**src/rtl/word_serializer_pkg.sv**
```systemverilog
// word_serializer_pkg
//   Shared definitions for the word serializer and its bit counter.
//   - State encoding as plain 2-bit constants.
//   - cnt_w(): width of the bit-position counter for a given word size.

package word_serializer_pkg;

    typedef logic [1:0] state_t;

    localparam state_t ST_IDLE  = 2'd0;
    localparam state_t ST_SHIFT = 2'd1;
    localparam state_t ST_DONE  = 2'd2;

    // Width of the bit-position counter. It counts 0..SIZE-1, so
    // $clog2(SIZE) bits are enough. SIZE is at least 2, so the result is at least 1.
    function automatic int cnt_w(input int size);
        return $clog2(size);
    endfunction

endpackage

```
**src/rtl/word_serializer_bit_counter.sv**
```systemverilog
// word_serializer_bit_counter
//   Up-counter with synchronous clear, enable and a terminal-count flag.
//   The counter stops at TERM: when the enable is asserted at terminal
//   count, the value holds. It therefore never wraps.
//
// Ports
//   clk    rising-edge clock
//   rst    synchronous, active-high reset; clears the count
//   clr    synchronous clear; has priority over en
//   en     count enable
//   tc     high while count == TERM

module word_serializer_bit_counter #(
    parameter int WIDTH = 4,
    parameter int TERM  = 15
) (
    input  logic clk,
    input  logic rst,
    input  logic clr,
    input  logic en,
    output logic tc
);

    localparam logic [WIDTH-1:0] TERM_V = WIDTH'(TERM);

    logic [WIDTH-1:0] count_q;
    logic [WIDTH-1:0] count_d;

    assign tc = (count_q == TERM_V);

    always_comb begin
        count_d = count_q;
        if (clr) begin
            count_d = '0;
        end else if (en && !tc) begin
            count_d = count_q + WIDTH'(1);
        end
    end

    always_ff @(posedge clk) begin
        if (rst) begin
            count_q <= '0;
        end else begin
            count_q <= count_d;
        end
    end

endmodule

```
**src/rtl/word_serializer.sv**
```systemverilog
// word_serializer
//   Parallel-to-serial read-out stage. The block accepts one SIZE-bit word
//   through a load/ready handshake. It then shifts the word out one bit per
//   cycle with valid/last framing. The receiver can freeze the current bit
//   with stall. After the final bit has been consumed, the block pulses
//   done for one cycle.
//
// Parameters
//   SIZE       word width in bits (>= 2)
//   MSB_FIRST  1: bit SIZE-1 goes out first; 0: bit 0 goes out first
//
// Ports
//   clk     rising-edge clock
//   rst     synchronous, active-high reset (priority over load/stall)
//   inData  parallel word, sampled only on the accepting edge
//   load    request to accept inData (only honoured in IDLE)
//   ready   high when a load will be accepted
//   stall   receiver hold; freezes the current bit during SHIFT
//   sOut    serial data bit, forced to 0 when sValid is low
//   sValid  sOut carries a valid bit
//   last    current bit is the final bit of the word
//   done    one-cycle pulse after the final bit is consumed
//
// States
//   IDLE  | waiting for load; ready=1
//   SHIFT | presenting bits on sOut; sValid=1
//   DONE  | one-cycle done pulse, then back to IDLE

module word_serializer
    import word_serializer_pkg::*;
#(
    parameter int SIZE      = 16,
    parameter bit MSB_FIRST = 1'b1
) (
    input  logic            clk,
    input  logic            rst,
    input  logic [SIZE-1:0] inData,
    input  logic            load,
    output logic            ready,
    input  logic            stall,
    output logic            sOut,
    output logic            sValid,
    output logic            last,
    output logic            done
);

    localparam int CW = cnt_w(SIZE);

    state_t          state_q;
    state_t          state_d;
    logic [SIZE-1:0] shreg_q;
    logic [SIZE-1:0] shreg_d;
    logic [SIZE-1:0] shreg_shifted;

    logic cnt_clr;
    logic cnt_en;
    logic cnt_tc;

    // Shift toward the output end and fill the vacated bit with zero.
    assign shreg_shifted = MSB_FIRST ? {shreg_q[SIZE-2:0], 1'b0}
                                     : {1'b0, shreg_q[SIZE-1:1]};

    // The counter advances once per consumed bit. It is cleared when a word
    // is accepted, so that every word starts from bit position 0.
    assign cnt_en = (state_q == ST_SHIFT) && !stall;

    word_serializer_bit_counter #(
        .WIDTH (CW),
        .TERM  (SIZE - 1)
    ) u_bit_counter (
        .clk (clk),
        .rst (rst),
        .clr (cnt_clr),
        .en  (cnt_en),
        .tc  (cnt_tc)
    );

    always_comb begin
        state_d = state_q;
        shreg_d = shreg_q;
        cnt_clr = 1'b0;
        case (state_q)
            ST_IDLE: begin
                if (load) begin
                    shreg_d = inData;
                    cnt_clr = 1'b1;
                    state_d = ST_SHIFT;
                end
            end
            ST_SHIFT: begin
                if (!stall) begin
                    if (cnt_tc) begin
                        state_d = ST_DONE;
                    end else begin
                        shreg_d = shreg_shifted;
                    end
                end
            end
            ST_DONE: begin
                state_d = ST_IDLE;
            end
            default: begin
                state_d = ST_IDLE;
            end
        endcase
    end

    always_ff @(posedge clk) begin
        if (rst) begin
            state_q <= ST_IDLE;
            shreg_q <= '0;
        end else begin
            state_q <= state_d;
            shreg_q <= shreg_d;
        end
    end

    // All outputs are decoded from registered state only.
    assign ready  = (state_q == ST_IDLE);
    assign sValid = (state_q == ST_SHIFT);
    assign sOut   = sValid && (MSB_FIRST ? shreg_q[SIZE-1] : shreg_q[0]);
    assign last   = sValid && cnt_tc;
    assign done   = (state_q == ST_DONE);

endmodule

```
**config.mk**
```make
export PLATFORM = sky130hd
export DESIGN_NAME = word_serializer
export DESIGN_NICKNAME = d
export VERILOG_FILES = /design/src/rtl/word_serializer_pkg.sv /design/src/rtl/word_serializer_bit_counter.sv /design/src/rtl/word_serializer.sv
export SDC_FILE = /design/constraint.sdc
export NUM_CORES = 1
export LEC_CHECK = 0
export CAP_MARGIN = 20
export CORE_ASPECT_RATIO = 0.7
export CORE_MARGIN = 2
export CORE_UTILIZATION = 40
export CTS_BUF_LIST = sky130_fd_sc_hd__clkbuf_2
export CTS_CLUSTER_SIZE = 24
export DETAILED_ROUTE_END_ITERATION = 8
export PLACE_DENSITY = 0.74
export SLEW_MARGIN = 20
export SYNTH_ARGS = -nofsm -noshare
export SYNTH_HDL_FRONTEND = slang
export SYNTH_SLANG_ARGS = --single-unit
export TNS_END_PERCENT = 30
```
**constraint.sdc**
```tcl
create_clock -name clk -period 2.2 [get_ports clk]
set_clock_uncertainty 0.15 [all_clocks]
set_input_delay 0.44 -clock clk [delete_from_list [all_inputs] [get_ports clk]]
set_output_delay 0.44 -clock clk [all_outputs]
set_load 0.05 [all_outputs]
```
==> reports/metrics.yaml <==
outcome:
  outcome: "completed"
global_routing:
  antenna_found_initial: 0
  grt_pass1_vias: 909
  grt_max_degree: 23
  track_usage_pct: 18.6
  overflow: 0
  grt_pass1_wl_um: 4340
critical_path:
  timing.critical_path.slowest_stage_cell: "dfxtp_4"
  worst-path-buf-inv: 2
  critPathArrivalTime_ps: 1520
  start_kind: "flip-flop"
  cp_top_family: "simple AND/OR/NAND/NOR gates"
  cp_max_fo: 8
  worstSetupPathType: "flip-flop to output port"
  crit_chain: "or2b_4, clkinvlp_4, and2_4, buf_4"
  cp_data_required_time_ps: 1610
  cp-end-kind: "output port"
  cpPeakStageDelay_ps: 430
final_layout:
  area_growth_pct: 40.4
  final_layout_size_suffix_gt1_share_pct: 24.1
  final_area_sq_mm: 0.00153
  antennaDiodeCount: 0
  nets: 167
  final_core_util_pct: 60.4
route:
  dr.pass1.iters: 4
  vias: 1001
  wl_per_cell_um: 14.9
  routed_wl_um: 2660
  drtIter0Drc: 44
  avgViaCountPerCell: 5.59
  drc: 0
  ant_nets: 0
clock_tree:
  path_clk_slew_ps: 240
  cts_tree: "yes"
  cts_hold_buf: 0
  clk_latency_ps: 340
  root_buffer: "clkbuf_2"
  htreeDepth: 1
  cts_sinks: 22
  cts_made_buffers: 3
  clock_path_buffers: 2
synthesis:
  synth-seq-area-share_pct: 40.4
  ys.flop_type: "dfxtp_1"
  synth_nets: 134
  synth_most_common_cell: "a211oi_1"
  ys_async_sr_fraction_pct: 0
  syn_avg_cell_area_sq_um: 9.66
  synth_edf_count: 0
  synth_area_sq_mm: 0.00109
  synth-seq-cells: 22
  synth_top_area_share_pct: 40.4
  synth_top_cells_by_count: "a211oi_1 (33), dfxtp_1 (22), mux2i_1 (15)"
  synth.area.top_cells: "dfxtp_1 (40%), a211oi_1 (23%), mux2i_1 (14%)"
  synthDistinctLibCells: 26
  netlist_instances: 113
  yosysWarnings: 0
  yosysTopAreaCell: "dfxtp_1"
floorplan:
  fp-row-count: 15
  die_h_um: 47.7
  die_area_sq_mm: 0.00317
  core-area_sq_mm: 0.00253
  die_x_um: 66.4
  io_pins: 25
  initial_core_util_pct: 43.1
placed_design:
  pre_cts_ws_ps: 40.5
  port_buffers: 24
  dp_hpwl_um: 1840
  place_area_sq_mm: 0.00145
  gp_congestion: 0.729
sta:
  period_share_pct: 96.1
  setup_viol: 0
  finalHoldViolCount: 0
  rsz0062_at_grt: "false"
  fin_hold_ws_ps: 374
  max-slew-margin-rel_pct: 74.9
  max_freq_ghz: 0.473
  postLayoutSetupSlackWorst_ps: 85.1
  tightest_slew_ps: 375
  slew_violations: 0
  fin_crit_ps: 2110
flow_run:
  cap_violations: 0
power_and_ir_drop:
  intPower_w: 0.000714
  pwr-share-clk_pct: 29.3
  switchingPower_w: 0.000259
  ir_drop_v: 0.000404
  p_seq_share_pct: 46.6
  leakagePower_nw: 0.613
  combPwrFrac_pct: 24.2
  sw_frac_of_total_pct: 26.6
  power.density_mw_per_mm2: 635
worst_hold_path:
  min_path_type: "flip-flop to flip-flop"
through the flow:
stage          total power, W  setup TNS [ps]  instances
2_1_floorplan        0.000592           -17.8        113
3_3_place_gp         0.000676               0        171
3_5_place_dp         0.000684               0        171
4_1_cts              0.000969               0        175
5_1_grt               0.00102               0        179
6_report             0.000973               0        179
tightest hold or removal path, delay by kind of cell (launching register included):
family | cells | cell delay (ps)
flops | 1 | 390
compound gates | 2 | 130
sequential cells by signal, summed over array words and instances, names as in the netlist:
| signal | flops |
|---|---|
| state_q | 2 |
| u_bit_counter.count_q | 4 |
| shreg_q | 16 |
layout make-up:
type	instances	area, sq um
fillers	232	1000
multi-input cells	79	613
flip-flops and latches	22	445
repair buffers	39	378
well taps	34	42.5
clock inverters	1	30.0
clock buffers	3	15.0
inverters	1	7.51
logic make-up after synthesis:
family,count (synthesis),share of synthesized area (%)
fa+ha+maj,1,1.15
flops,22,40.4
simple gates,21,11.8
buf+inv,12,4.70
mux,16,14.8
compound gates,41,27.2
routing by layer:
| metal | wire length, um | track usage [%] | part of all wire (%) |
|---|---|---|---|
| met2 | 1190 | 31.6 | 45 |
| met3 | 154 | 4.71 | 5.8 |
| met4 | 9 | 2.45 | 0.34 |
| met5 | 0 | 0 | 0 |
| met1 | 1310 | 25.3 | 49 |
cells in the final DEF, fill, tap and decap left out:
| master | Yosys | layout |
|---|---|---|
| buf_4 | 0 | 17 |
| nor3b_2 | 1 | 2 |
| o21ai_2 | 1 | 1 |
| nor2_1 | 2 | 1 |
| nor2_2 | 0 | 1 |
| a21oi_1 | 3 | 3 |
| clkbuf_2 | 0 | 3 |
| or2b_4 | 0 | 1 |
| nand3_1 | 4 | 4 |
| and2_4 | 0 | 1 |
| nand2_1 | 2 | 2 |
| o21ai_0 | 2 | 2 |
| buf_12 | 0 | 3 |
| or3b_1 | 1 | 1 |
| or3b_2 | 1 | 1 |
| nor3b_1 | 2 | 1 |
| mux2_2 | 1 | 1 |
| nor2b_1 | 1 | 1 |
| clkdlybuf4s50_1 | 0 | 19 |
| a211oi_1 | 33 | 33 |
| dfxtp_2 | 0 | 1 |
| dfxtp_4 | 0 | 1 |
| bufinv_16 | 0 | 1 |
| ha_1 | 1 | 1 |
| or3_1 | 2 | 2 |
| clkinvlp_4 | 0 | 1 |
| o31ai_1 | 1 | 1 |
| nor3_1 | 2 | 2 |
| dfxtp_1 | 22 | 20 |
| o211ai_1 | 1 | 1 |
| and3_1 | 1 | 1 |
| mux2i_1 | 15 | 15 |
final timing paths:
path,startpoint,end,slack [ps],cells past startpoint
max,state_q[0],sOut,90,4
min,u_bit_counter.count_q[3],u_bit_counter.count_q[3],370,2
max reg2reg,state_q[1],u_bit_counter.count_q[3],510,3
min reg2reg,u_bit_counter.count_q[3],u_bit_counter.count_q[3],370,2
power groups by stage:
| stage | Clock (W) | Sequential, W | Combinational (W) |
|---|---|---|---|
| floorplan | 0 | 0.000455 | 0.000137 |
| global route | 0.000310 | 0.000458 | 0.000254 |
| global placement | 0 | 0.000459 | 0.000216 |
| finish | 0.000285 | 0.000453 | 0.000235 |
| CTS | 0.000289 | 0.000453 | 0.000226 |
| detailed placement | 0 | 0.000461 | 0.000223 |
timing repair:
item / CTS / global route
endpoints found under the setup margin: 3 / 1
buffers inserted: 0 / 4
pin swaps: 0 / 0
gates resized for setup: 4 / 1
No activity file was read; power rests on OpenSTA's default activity.
